--- src/rtl/id_ex_operand_stage_if.sv ---
// id_ex_operand_stage_if
//   Bundles the ID-side capture inputs and the EX-side results of the
//   ID/EX operand stage.
//   master: decode stage side. It drives the id_* fields and observes the EX outputs.
//   slave : the operand stage. It consumes the id_* fields and drives alu_*, ex_* and load_use.
interface id_ex_operand_stage_if #(
  parameter int XLEN    = 32,
  parameter int RADDR_W = 5
);
  // ID stage -> EX register
  logic               id_valid;
  logic [XLEN-1:0]    id_pc, id_rs1_data, id_rs2_data, id_imm;
  logic [RADDR_W-1:0] id_rs1, id_rs2, id_rd;
  logic [3:0]         id_alu_ctrl;
  logic [1:0]         id_src_a;
  logic               id_src_b;
  logic               id_reg_write, id_mem_read, id_mem_write;
  // EX stage results
  logic [XLEN-1:0]    alu_a, alu_b;
  logic [3:0]         alu_ctrl;
  logic               ex_valid, ex_reg_write, ex_mem_read, ex_mem_write;
  logic [RADDR_W-1:0] ex_rd;
  logic [XLEN-1:0]    ex_pc, ex_store_data;
  logic               load_use;

  modport master (
    output id_valid, id_pc, id_rs1_data, id_rs2_data, id_imm, id_rs1, id_rs2, id_rd,
           id_alu_ctrl, id_src_a, id_src_b, id_reg_write, id_mem_read, id_mem_write,
    input  alu_a, alu_b, alu_ctrl, ex_valid, ex_reg_write, ex_mem_read, ex_mem_write,
           ex_rd, ex_pc, ex_store_data, load_use
  );

  modport slave (
    input  id_valid, id_pc, id_rs1_data, id_rs2_data, id_imm, id_rs1, id_rs2, id_rd,
           id_alu_ctrl, id_src_a, id_src_b, id_reg_write, id_mem_read, id_mem_write,
    output alu_a, alu_b, alu_ctrl, ex_valid, ex_reg_write, ex_mem_read, ex_mem_write,
           ex_rd, ex_pc, ex_store_data, load_use
  );
endinterface

--- src/rtl/id_ex_operand_stage.sv ---
// id_ex_operand_stage
//   ID/EX pipeline register for the 5-stage RV32I core. It also resolves the EX-stage
//   operand bypass from MEM and WB and selects the ALU a/b operands. It flags load-use
//   hazards so that IF/ID can hold.
// Ports
//   clk, rst_n       : clock; asynchronous active-low reset
//   stall, flush     : hold the EX register / load a bubble (flush wins)
//   bus (slave)      : id_* capture inputs, alu_a/alu_b/alu_ctrl, ex_* and load_use
//   mem_reg_write/mem_rd/mem_result : EX/MEM bypass source
//   wb_reg_write/wb_rd/wb_result    : MEM/WB bypass source
//   perf_bubble_cnt  : saturating count of bubbles loaded (only with ID_EX_PERF_CNT_EN)
// Configuration
//   ID_EX_PERF_CNT_EN : when defined, adds the perf_bubble_cnt output and its counter.
module id_ex_operand_stage #(
  parameter int XLEN    = 32,
  parameter int RADDR_W = 5
) (
  input  logic               clk,
  input  logic               rst_n,
  input  logic               stall,
  input  logic               flush,
  id_ex_operand_stage_if.slave bus,
  input  logic               mem_reg_write,
  input  logic [RADDR_W-1:0] mem_rd,
  input  logic [XLEN-1:0]    mem_result,
  input  logic               wb_reg_write,
  input  logic [RADDR_W-1:0] wb_rd,
  input  logic [XLEN-1:0]    wb_result
`ifdef ID_EX_PERF_CNT_EN
  ,
  output logic [31:0]        perf_bubble_cnt
`endif
);

  typedef struct packed {
    logic               valid;
    logic               reg_write;
    logic               mem_read;
    logic               mem_write;
    logic [3:0]         alu_ctrl;
    logic [1:0]         src_a;
    logic               src_b;
    logic [RADDR_W-1:0] rd;
    logic [RADDR_W-1:0] rs1;
    logic [RADDR_W-1:0] rs2;
    logic [XLEN-1:0]    pc;
    logic [XLEN-1:0]    rs1_data;
    logic [XLEN-1:0]    rs2_data;
    logic [XLEN-1:0]    imm;
  } ex_reg_t;

  ex_reg_t ex_q;
  logic    load_use;
  logic    bubble;

  // The load in EX delivers its data one stage too late for a dependent in ID.
  assign load_use = bus.id_valid && ex_q.valid && ex_q.mem_read && (ex_q.rd != '0) &&
                    ((ex_q.rd == bus.id_rs1) || (ex_q.rd == bus.id_rs2));

  // A flush always bubbles. A load-use bubble is suppressed while stalled, so the pair
  // is re-evaluated when the stall lifts and yields exactly one bubble.
  assign bubble = flush || (!stall && load_use);

  always_ff @(posedge clk or negedge rst_n) begin
    if (!rst_n) begin
      ex_q <= '0;
    end else if (bubble) begin
      ex_q.valid     <= 1'b0;
      ex_q.reg_write <= 1'b0;
      ex_q.mem_read  <= 1'b0;
      ex_q.mem_write <= 1'b0;
      ex_q.alu_ctrl  <= '0;
      ex_q.rd        <= '0;
    end else if (!stall) begin
      ex_q.valid     <= bus.id_valid;
      ex_q.reg_write <= bus.id_valid && bus.id_reg_write;
      ex_q.mem_read  <= bus.id_valid && bus.id_mem_read;
      ex_q.mem_write <= bus.id_valid && bus.id_mem_write;
      ex_q.alu_ctrl  <= bus.id_alu_ctrl;
      ex_q.src_a     <= bus.id_src_a;
      ex_q.src_b     <= bus.id_src_b;
      ex_q.rd        <= bus.id_rd;
      ex_q.rs1       <= bus.id_rs1;
      ex_q.rs2       <= bus.id_rs2;
      ex_q.pc        <= bus.id_pc;
      ex_q.rs1_data  <= bus.id_rs1_data;
      ex_q.rs2_data  <= bus.id_rs2_data;
      ex_q.imm       <= bus.id_imm;
    end
  end

  // Bypass: the youngest producer (MEM) wins, and x0 is never forwarded.
  logic            mem_hit1, mem_hit2, wb_hit1, wb_hit2;
  logic [XLEN-1:0] fwd_rs1, fwd_rs2;

  assign mem_hit1 = mem_reg_write && (mem_rd != '0) && (mem_rd == ex_q.rs1);
  assign mem_hit2 = mem_reg_write && (mem_rd != '0) && (mem_rd == ex_q.rs2);
  assign wb_hit1  = wb_reg_write  && (wb_rd  != '0) && (wb_rd  == ex_q.rs1);
  assign wb_hit2  = wb_reg_write  && (wb_rd  != '0) && (wb_rd  == ex_q.rs2);

  assign fwd_rs1 = mem_hit1 ? mem_result : (wb_hit1 ? wb_result : ex_q.rs1_data);
  assign fwd_rs2 = mem_hit2 ? mem_result : (wb_hit2 ? wb_result : ex_q.rs2_data);

  always_comb begin
    bus.alu_a = fwd_rs1;
    case (ex_q.src_a)
      2'b01:   bus.alu_a = ex_q.pc;
      2'b10:   bus.alu_a = '0;
      default: bus.alu_a = fwd_rs1;
    endcase
  end

  assign bus.alu_b         = ex_q.src_b ? ex_q.imm : fwd_rs2;
  assign bus.ex_store_data = fwd_rs2;
  assign bus.alu_ctrl      = ex_q.alu_ctrl;
  assign bus.ex_valid      = ex_q.valid;
  assign bus.ex_reg_write  = ex_q.reg_write;
  assign bus.ex_mem_read   = ex_q.mem_read;
  assign bus.ex_mem_write  = ex_q.mem_write;
  assign bus.ex_rd         = ex_q.rd;
  assign bus.ex_pc         = ex_q.pc;
  assign bus.load_use      = load_use;

`ifdef ID_EX_PERF_CNT_EN
  logic [31:0] perf_q;

  always_ff @(posedge clk or negedge rst_n) begin
    if (!rst_n)
      perf_q <= '0;
    else if (bubble && (perf_q != 32'hFFFF_FFFF))
      perf_q <= perf_q + 32'd1;
  end

  assign perf_bubble_cnt = perf_q;
`endif

endmodule

--- src/flat_wrapper.sv ---
// flat-port wrapper written by rule: the top's interface ports become plain ports
module id_ex_operand_stage_flat 
#(
  parameter int XLEN    = 32,
  parameter int RADDR_W = 5
)
  (clk, rst_n, stall, flush, mem_reg_write, mem_rd, mem_result, wb_reg_write, wb_rd, wb_result, bus_id_valid, bus_id_pc, bus_id_rs1_data, bus_id_rs2_data, bus_id_imm, bus_id_rs1, bus_id_rs2, bus_id_rd, bus_id_alu_ctrl, bus_id_src_a, bus_id_src_b, bus_id_reg_write, bus_id_mem_read, bus_id_mem_write, bus_alu_a, bus_alu_b, bus_alu_ctrl, bus_ex_valid, bus_ex_reg_write, bus_ex_mem_read, bus_ex_mem_write, bus_ex_rd, bus_ex_pc, bus_ex_store_data, bus_load_use);
  id_ex_operand_stage_if #(.XLEN(XLEN), .RADDR_W(RADDR_W)) bus_i ();
  input  logic clk;
  input  logic rst_n;
  input  logic stall;
  input  logic flush;
  input  logic mem_reg_write;
  input  logic [RADDR_W-1:0] mem_rd;
  input  logic [XLEN-1:0] mem_result;
  input  logic wb_reg_write;
  input  logic [RADDR_W-1:0] wb_rd;
  input  logic [XLEN-1:0] wb_result;
  input wire logic [$bits(bus_i.id_valid)-1:0] bus_id_valid;
  input wire logic [$bits(bus_i.id_pc)-1:0] bus_id_pc;
  input wire logic [$bits(bus_i.id_rs1_data)-1:0] bus_id_rs1_data;
  input wire logic [$bits(bus_i.id_rs2_data)-1:0] bus_id_rs2_data;
  input wire logic [$bits(bus_i.id_imm)-1:0] bus_id_imm;
  input wire logic [$bits(bus_i.id_rs1)-1:0] bus_id_rs1;
  input wire logic [$bits(bus_i.id_rs2)-1:0] bus_id_rs2;
  input wire logic [$bits(bus_i.id_rd)-1:0] bus_id_rd;
  input wire logic [$bits(bus_i.id_alu_ctrl)-1:0] bus_id_alu_ctrl;
  input wire logic [$bits(bus_i.id_src_a)-1:0] bus_id_src_a;
  input wire logic [$bits(bus_i.id_src_b)-1:0] bus_id_src_b;
  input wire logic [$bits(bus_i.id_reg_write)-1:0] bus_id_reg_write;
  input wire logic [$bits(bus_i.id_mem_read)-1:0] bus_id_mem_read;
  input wire logic [$bits(bus_i.id_mem_write)-1:0] bus_id_mem_write;
  output wire logic [$bits(bus_i.alu_a)-1:0] bus_alu_a;
  output wire logic [$bits(bus_i.alu_b)-1:0] bus_alu_b;
  output wire logic [$bits(bus_i.alu_ctrl)-1:0] bus_alu_ctrl;
  output wire logic [$bits(bus_i.ex_valid)-1:0] bus_ex_valid;
  output wire logic [$bits(bus_i.ex_reg_write)-1:0] bus_ex_reg_write;
  output wire logic [$bits(bus_i.ex_mem_read)-1:0] bus_ex_mem_read;
  output wire logic [$bits(bus_i.ex_mem_write)-1:0] bus_ex_mem_write;
  output wire logic [$bits(bus_i.ex_rd)-1:0] bus_ex_rd;
  output wire logic [$bits(bus_i.ex_pc)-1:0] bus_ex_pc;
  output wire logic [$bits(bus_i.ex_store_data)-1:0] bus_ex_store_data;
  output wire logic [$bits(bus_i.load_use)-1:0] bus_load_use;
  assign bus_i.id_valid = bus_id_valid;
  assign bus_i.id_pc = bus_id_pc;
  assign bus_i.id_rs1_data = bus_id_rs1_data;
  assign bus_i.id_rs2_data = bus_id_rs2_data;
  assign bus_i.id_imm = bus_id_imm;
  assign bus_i.id_rs1 = bus_id_rs1;
  assign bus_i.id_rs2 = bus_id_rs2;
  assign bus_i.id_rd = bus_id_rd;
  assign bus_i.id_alu_ctrl = bus_id_alu_ctrl;
  assign bus_i.id_src_a = bus_id_src_a;
  assign bus_i.id_src_b = bus_id_src_b;
  assign bus_i.id_reg_write = bus_id_reg_write;
  assign bus_i.id_mem_read = bus_id_mem_read;
  assign bus_i.id_mem_write = bus_id_mem_write;
  assign bus_alu_a = bus_i.alu_a;
  assign bus_alu_b = bus_i.alu_b;
  assign bus_alu_ctrl = bus_i.alu_ctrl;
  assign bus_ex_valid = bus_i.ex_valid;
  assign bus_ex_reg_write = bus_i.ex_reg_write;
  assign bus_ex_mem_read = bus_i.ex_mem_read;
  assign bus_ex_mem_write = bus_i.ex_mem_write;
  assign bus_ex_rd = bus_i.ex_rd;
  assign bus_ex_pc = bus_i.ex_pc;
  assign bus_ex_store_data = bus_i.ex_store_data;
  assign bus_load_use = bus_i.load_use;
  id_ex_operand_stage #(.XLEN(XLEN), .RADDR_W(RADDR_W)) u_core (.clk(clk), .rst_n(rst_n), .stall(stall), .flush(flush), .bus(bus_i), .mem_reg_write(mem_reg_write), .mem_rd(mem_rd), .mem_result(mem_result), .wb_reg_write(wb_reg_write), .wb_rd(wb_rd), .wb_result(wb_result));
endmodule
--- config.mk ---
export PLATFORM = sky130hd
export DESIGN_NAME = id_ex_operand_stage_flat
export DESIGN_NICKNAME = d
export VERILOG_FILES = /design/src/rtl/id_ex_operand_stage_if.sv /design/src/rtl/id_ex_operand_stage.sv /design/src/flat_wrapper.sv
export SDC_FILE = /design/constraint.sdc
export NUM_CORES = 1
export LEC_CHECK = 0
export BUFFER_PORTS_ARGS = -buffer_cell sky130_fd_sc_hd__buf_2
export CAP_MARGIN = 5
export CORE_AREA = 2 2 147 149
export DETAILED_ROUTE_END_ITERATION = 7
export DIE_AREA = 0 0 149 151
export PLACE_DENSITY = 0.74
export SLEW_MARGIN = 10
export SYNTH_ARGS = -nofsm -noshare
export SYNTH_HDL_FRONTEND = slang
export SYNTH_SLANG_ARGS = --single-unit
--- constraint.sdc ---
create_clock -name clk -period 6.04 [get_ports clk]
set_input_delay 1.208 -clock clk [delete_from_list [all_inputs] [get_ports clk]]
set_output_delay 1.208 -clock clk [all_outputs]
set_load 0.005 [all_outputs]
# Word level (Yosys, flattened, before mapping)

Cells that the tools add are included.

Equal/unequal tests: 9
Reduce and logical (&&, ||, !) cells: 21
Bitwise logic cells: 2
Muxes and demuxes: 9

Operators by type and width:

| kind                 | count |
|---|---|
| $mux W32             | 5 |
| $mux W154            | 1 |
| $pmux W32 S2         | 1 |
| $eq A5 B5 Y1         | 6 |
| $reduce_bool A5 Y1   | 3 |
| $logic_and A1 B1 Y1  | 14 |
| $mux W8              | 1 |
| $mux W5              | 1 |
| $eq A2 B1 Y1 const B | 1 |
| $eq A2 B2 Y1 const B | 1 |
| $logic_or A1 B1 Y1   | 2 |
| $ne A2 B1 Y1 const B | 1 |
| $not A1 Y1           | 2 |
| $reduce_and A2 Y1    | 1 |
| $logic_not A1 Y1     | 1 |

Output and inout bits: 142
Register bits after elaboration: 154

# Depth between registers and ports, before layout

Gate-level depths: netlist (run 1).

Word-level depth: 8
Mapped depth: 7

# Worst setup path before layout (run 1)

OpenSTA, ideal clock, no wires.

Kind: input to output
From: input port wb_rd[2]
To: output port bus_alu_b[24]
Data required time: 4.832 ns
Stages on the path: 7
Arrival time: 2.745 ns
Slack: 2.087 ns
Cells stage by stage: xor2_1 > or4b_1 > buf_2 > buf_6 > o31ai_2 > a31oi_1 > mux2_2

Word-level cells in the longest chain between the ends: 6
Elaborated cells between the ends (all ways): 7
Those cells by class: 1 x eq/ne; 3 x mux; 3 x reduce/logical

RTL lines:

| what                            | RTL line                   | RTL |
|---|---|---|
| start, declared                 | flat_wrapper.sv:17         | `input logic [RADDR_W-1:0] wb_rd;` |
| $reduce_bool A5 Y1              | id_ex_operand_stage.sv:99  | `assign wb_hit2 = wb_reg_write && (wb_rd != '0) && (wb_rd == ex_q.rs2);` |
| $logic_and A1 B1 Y1             | id_ex_operand_stage.sv:99  |  |
| $logic_and A1 B1 Y1 (*)         | id_ex_operand_stage.sv:99  |  |
| $mux W32 (*) (2 in series)      | id_ex_operand_stage.sv:102 | `assign fwd_rs2 = mem_hit2 ? mem_result : (wb_hit2 ? wb_result : ex_q.rs2_data);` |
| named net bus_ex_store_data[24] | flat_wrapper.sv:42         | `output wire logic [$bits(bus_i.ex_store_data)-1:0] bus_ex_store_data;` |
| $mux W32 (*)                    | id_ex_operand_stage.sv:113 | `assign bus.alu_b = ex_q.src_b ? ex_q.imm : fwd_rs2;` |
| end, declared                   | flat_wrapper.sv:34         | `output wire logic [$bits(bus_i.alu_b)-1:0] bus_alu_b;` |

The timed path passes the listed nets; every way through them passes the cells marked *.

# Final worst setup path (run 1)

From: input port wb_rd[3]
To: output port bus_alu_b[26]

Word-level cells in the longest chain between the ends: 6
Elaborated cells between the ends (all ways): 7
Those cells by class: 1 x eq/ne; 3 x mux; 3 x reduce/logical

RTL lines:

| what                       | RTL line |
|---|---|
| $reduce_bool A5 Y1         | id_ex_operand_stage.sv:99 |
| $logic_and A1 B1 Y1        | id_ex_operand_stage.sv:99 |
| $logic_and A1 B1 Y1 (*)    | id_ex_operand_stage.sv:99 |
| $mux W32 (*) (2 in series) | id_ex_operand_stage.sv:102 |
| $mux W32 (*)               | id_ex_operand_stage.sv:113 |

Every way passes the cells marked *; elsewhere a longest branch is shown, timed or not.

==> results.yml, run 1 <==
run_status:
  outcome: "finished, final reports clean"
detailed_routing:
  drcViolationCount: 0
  wl_per_cell_um: 22.1
  viasPerCell: 5.63
  drt_iter0_drc: 605
  wirelength_um: 31900
  first_pass_iters: 5
  antenna_violating_nets_post_route: 0
  vias: 8133
global_routing:
  first_global_vias: 7705
  gr-total-overflow: 0
  grt_use_total: 0.274
  antenna_found_initial: 8
  grt_pass1_wl_um: 46300
  grt_max_degree: 77
setup_path:
  crit_buf_inv: 3
  endpoint_kind: "output pin"
  critPathMaxStageDelay_ns: 0.90
  cp_cell_sequence: "buf_2, xor2_2, or4b_2, buf_4, o31ai_2, a31oi_1, mux2_2, buf_2"
  crit_arrival_ns: 4.08
  crit_fanout: 29
  path_class: "in -> out"
  path_common_cell: "buf_2"
  start_kind: "input pin"
  required_ns: 4.83
  cp_slowest_cell: "xor2_2"
  crit_family: "XOR/XNOR gates"
synth:
  synth_warnings: 0
  synthCells: 855
  synth_area_leaders: "dfrtp_1 42%, mux2_2 18%, buf_4 3.7%, o31ai_2 3.5%, mux2i_1 3.5%"
  synthesis.area_mm2: 0.00917
  synth_fp_nets: 1090
  synth_top_area_share: 0.420
  synth-seq-cells: 154
  synth_edf_count: 0
  synth_common_cells: "154 x dfrtp_1, 148 x mux2_2, 83 x nand2_1"
  synth_area_per_cell_um2: 10.7
  yosysSeqAreaShare: 0.420
  synth_cell_types: 41
  ys_async_sr_fraction: 1.00
  yosysTopAreaCell: "dfrtp_1"
  ys.flop_type: "dfrtp_1"
  synth.most_common_cell: "dfrtp_1"
finish:
  drive_gt1_frac: 0.529
  fin_util: 0.553
  nets: 1381
  fill_cells: 1837
  fin_area_mm2: 0.0115
  area_growth_pct: 25.6
place:
  dp_hpwl_um: 24400
  gp_congestion: 0.891
  place_area_mm2: 0.0109
  io_buffers: 375
floorplanning:
  start_util: 0.440
  core_region_area_mm2: 0.0208
  die_width_um: 149
  ioPinCount: 376
  dieArea_mm2: 0.0225
  die_y_um: 151
  rows: 53
pwr:
  p_sw_frac: 0.324
  ir_drop_mv: 0.178
  combPwrFrac: 0.290
  powerDensity_mw_per_mm2: 291
  p_leak_uw: 0.00511
  netSwitchingPower_uw: 1090
  power.internal_uw: 2270
  clock_power_share: 0.326
  power.share.sequential: 0.384
timing:
  period_minus_slack_ns: 5.29
  fmax_mhz: 189
  hold_viol_final: 0
  rsz0062_at_grt: "no"
  maxSlewHeadroom: 0.243
  slew_violations: 0
  setup_viol: 0
  final.setup.tns_ns: 0
  post-route-period-util: 0.875
  skew_ns: 0.00610
  fin_hold_ws_ns: 0.490
  tightest_slew_ns: 1.13
flow_run:
  drv_cap: 0
min_path:
  min_path_type: "reg -> reg"
clock_network:
  h-tree-depth: 4
  clkTransAtPathRegs_ns: 0.06
  clockRootBuffer: "clkbuf_16"
  cts_buffers: 17
  post-cts-setup-buffers: 0
  cts_tree: "built"
  hold_buffers: 0
  clock_path_buffers: 2
  ctsResizeCount: 0
  clock_latency_ns: 0.42
  cts_sinks: 154
[kinds of logic after synthesis]
group | after synthesis | share of synthesized area
AO/OA/AOI/OAI | 116 | 0.112
XOR/XNOR | 30 | 0.0287
adder cells (fa/ha/maj) | 1 | 0.00136
buffers and inverters | 149 | 0.0856
flip-flops | 154 | 0.420
multiplexers | 200 | 0.241
AND/OR/NAND/NOR | 205 | 0.111
[worst register-to-register path, stage by stage (launching register included)]
cell and delay [ns]:
dfrtp_1 0.45, xnor2_1 0.16, nand3_1 0.09, o22ai_1 0.17, a21boi_4 0.24, buf_12 0.36, mux2_2 0.50
[path summary, 6_finish.rpt]
check	depth (start not counted)	slack (ns)	startpoint	end
setup / recovery	8	0.75	wb_rd[3]	bus_alu_b[26]
hold / removal	2	0.49	u_core.bus.ex_reg_write	u_core.bus.ex_reg_write
setup reg to reg	6	3.95	u_core.bus.ex_rd[0]	u_core.ex_q[55]
hold reg to reg	2	0.49	u_core.bus.ex_reg_write	u_core.bus.ex_reg_write
max in group asynchronous	2	4.11	rst_n	u_core.bus.ex_pc[14]
min in group asynchronous	1	0.80	rst_n	u_core.ex_q[1]
[layout by cell type (no fill, tap or decap), types with 8 or more instances in the layout]
cell type and instances:
mux2i_1 32, a31oi_1 28, diode_2 11, buf_4 10, clkbuf_16 17, nand3_1 35
o22ai_1 8, mux2_2 148, o31ai_2 26, nor3_1 30, xnor2_1 23, dfrtp_1 154
nor4_1 28, buf_2 374, nand2_1 83, o221ai_1 32, mux2_1 20, nor2_1 13
inv_1 33
[power by group through the flow]
stage / registers, µW / clock network, µW / logic, µW
floorplan: 1260 / 0 / 608
global placement: 1290 / 0 / 953
detailed placement: 1300 / 0 / 970
CTS: 1280 / 1110 / 975
global route: 1300 / 1160 / 1060
finish: 1290 / 1090 / 974
[layout make-up]
type / instances / area, µm² / share of cell area
multi-input combinational: 552 / 4580 / 0.398
sequential: 154 / 3850 / 0.335
timing repair buffer: 387 / 2000 / 0.174
clock buffer: 19 / 443 / 0.0385
tap: 275 / 344 / 0.0299
clock inverter: 12 / 143 / 0.0124
inverter: 34 / 128 / 0.0111
antenna: 11 / 27.5 / 0.00239
[flip-flops by register name (all words and copies together), names as in the netlist]
register,flops
u_core.bus.ex_rd,5
u_core.ex_q,109
u_core.bus.alu_ctrl,4
u_core.bus.ex_reg_write,1
u_core.bus.ex_mem_write,1
u_core.bus.ex_mem_read,1
u_core.bus.ex_valid,1
u_core.bus.ex_pc,32
[routing by layer]
metal,GRT usage,wire length [µm],up-vias
met4,0.0957,625,0
li1,-,-,3686
met1,0.400,14500,4016
met3,0.0476,2160,42
met5,0,0,-
met2,0.411,14700,389
[stage by stage]
step,std cells,power (µW),setup WS (ns)
floorplan,855,1870,2.09
global placement,1402,2250,0.886
detailed placement,1402,2270,0.755
CTS,1433,3370,0.752
global route,1441,3510,0.560
finish,1444,3350,0.753
Power figures use the tool's default switching activity.
==> run 2, diff against run 1 <==
--- a/config.mk
+++ b/config.mk
@@ -7,10 +7,10 @@
 export LEC_CHECK = 0
 export BUFFER_PORTS_ARGS = -buffer_cell sky130_fd_sc_hd__buf_2
 export CAP_MARGIN = 5
-export CORE_AREA = 2 2 147 149
+export CORE_AREA = 2 2 178 180
 export DETAILED_ROUTE_END_ITERATION = 7
-export DIE_AREA = 0 0 149 151
-export PLACE_DENSITY = 0.74
+export DIE_AREA = 0 0 180 182
+export REMOVE_ABC_BUFFERS = 1
 export SLEW_MARGIN = 10
 export SYNTH_ARGS = -nofsm -noshare
 export SYNTH_HDL_FRONTEND = slang
==> run 2 against run 1 <==
Compared with the run above: setup slack improved by 0.29 ns; first-iteration DRC count fell by 5.5%; clock power rose by 11%; fmax rose by 5.9%; sequential power barely moved; critical endpoint is now bus_alu_b[6]; final cell count rose by 8.4%; count of clock-buffer cells in the layout did not move.
==> results.yml, run 2 (synthesized netlist as in run 1, its figures left out) <==
run_status:
  outcome: "finished, final reports clean"
timing:
  slew_violations: 0
  hold_viol_final: 0
  setup_viol: 0
  skew_ns: 0.00871
  tightest_slew_ns: 1.13
  post-route-period-util: 0.827
  period_minus_slack_ns: 4.99
  maxSlewHeadroom: 0.247
  final.setup.tns_ns: 0
  rsz0062_at_grt: "no"
  fmax_mhz: 200
setup_path:
  critPathMaxStageDelay_ns: 0.81
  path_class: "in -> out"
  crit_family: "simple AND/OR/NAND/NOR gates"
  cp_cell_sequence: "buf_2, or4_1, o211ai_4, or2_2, a31oi_1, mux2_2, buf_2"
  required_ns: 4.83
  rr_startpoint: "u_core.bus.ex_rd[2]"
  setup.worst_path.start: "mem_rd[0]"
  path_common_cell: "buf_2"
  endpoint_kind: "output pin"
  cp_slowest_cell: "or2_2"
  crit_fanout: 32
  crit_arrival_ns: 3.79
  crit_buf_inv: 2
  start_kind: "input pin"
  reg2reg_depth: 6
  cp_num_cells: 7
finish:
  largest_reg_flops: 109
  regMostFlops: "u_core.ex_q"
  layout_commonest_cell: "buf_2"
  drive_gt1_frac: 0.534
  seq_area_mm2: 0.00385
  fill_cells: 3130
  multi_input_area_mm2: 0.00464
  area_growth_pct: 28.5
  nets: 1385
  final_cell_mix: "374 x buf_2, 153 x dfrtp_1, 148 x mux2_2"
detailed_routing:
  viasPerCell: 5.28
  wl_per_cell_um: 22.7
  antenna_violating_nets_post_route: 0
  wirelength_um: 35500
  vias: 8271
  drcViolationCount: 0
  drt_iter0_drc: 572
  first_pass_iters: 4
global_routing:
  grt_pass1_wl_um: 52900
  first_global_vias: 8528
  grt_use_total: 0.213
  grt_max_degree: 80
  antenna_found_initial: 2
  gr-total-overflow: 0
place:
  dp_hpwl_um: 23900
  gp_congestion: 0.888
  io_buffers: 375
pwr:
  p_leak_uw: 0.00517
  finalPower_uw: 3550
  powerDensity_mw_per_mm2: 301
  ir_drop_mv: 0.151
clock_network:
  cts_sinks: 154
  h-tree-depth: 4
  clkTransAtPathRegs_ns: 0.07
  clock_path_buffers: 2
  post-cts-setup-buffers: 0
  clock_latency_ns: 0.42
  hold_buffers: 0
  cts_tree: "built"
  cts_buffers: 17
  ctsResizeCount: 0
  clockRootBuffer: "clkbuf_16"
floorplanning:
  ioPinCount: 376
  die_width_um: 180
  dieArea_mm2: 0.0328
  rows: 65
  start_util: 0.296
  die_y_um: 182
  core_region_area_mm2: 0.0310
flow_run:
  drv_cap: 0
min_path:
  min-delay-start: "u_core.bus.alu_ctrl[0]"
  holdPathStages: 1
  min_path_type: "reg -> reg"
## run 2: worst reg2reg max path, stage by stage (launching register included)
cell      delay (ns)
dfrtp_1         0.47
xnor2_1         0.17
nand3_1         0.08
o22ai_1         0.15
a21boi_4        0.19
buf_4           0.62
mux2_2          0.47
## run 2: per-stage QoR
step	hold slack (ns)	setup WS [ns]	instance area, µm²	utilization	instances
after floorplan	0.473	-3.41	8510	-	740
after global placement	0.462	1.10	11100	0.359	1533
after detailed placement	0.470	1.05	11100	0.359	1533
after CTS	0.490	1.04	11800	0.380	1564
after global routing	0.501	1.01	11800	0.380	1565
final	0.489	1.05	11800	0.380	1566
## run 2: power breakdown
part	switching [µW]	total, µW	internal (µW)	leakage (µW)
combinational	560	1040	476	0.00303
clock	470	1210	743	0.000309
sequential	123	1300	1180	0.00183
total	1150	3550	2390	0.00517
## run 2: worst paths after layout
kind | to | slack (ns)
worst max-delay path | bus_alu_b[6] | 1.05
worst min-delay path | u_core.bus.alu_ctrl[0] | 0.49
worst max register to register | u_core.ex_q[85] | 3.77
worst min register to register | u_core.bus.alu_ctrl[0] | 0.49
max in group asynchronous | u_core.ex_q[68] | 3.85
min in group asynchronous | u_core.ex_q[19] | 0.83
## run 2: area by class of cell
cell class	instances	share of cell area
Multi-Input combinational cell	552	0.394
Sequential cell	154	0.327
Timing Repair Buffer	391	0.170
Tap cell	402	0.0427
Clock buffer	19	0.0376
Clock inverter	12	0.0168
Inverter	34	0.0108
Antenna cell	2	0.000425
## run 2: metal layers
layer / global-route usage / part of all wire / vias to the layer above
met5: 0 / 0 / -
met4: 0.0774 / 0.027 / 0
met3: 0.0489 / 0.082 / 51
met2: 0.345 / 0.46 / 461
met1: 0.278 / 0.43 / 4084
li1: - / - / 3675
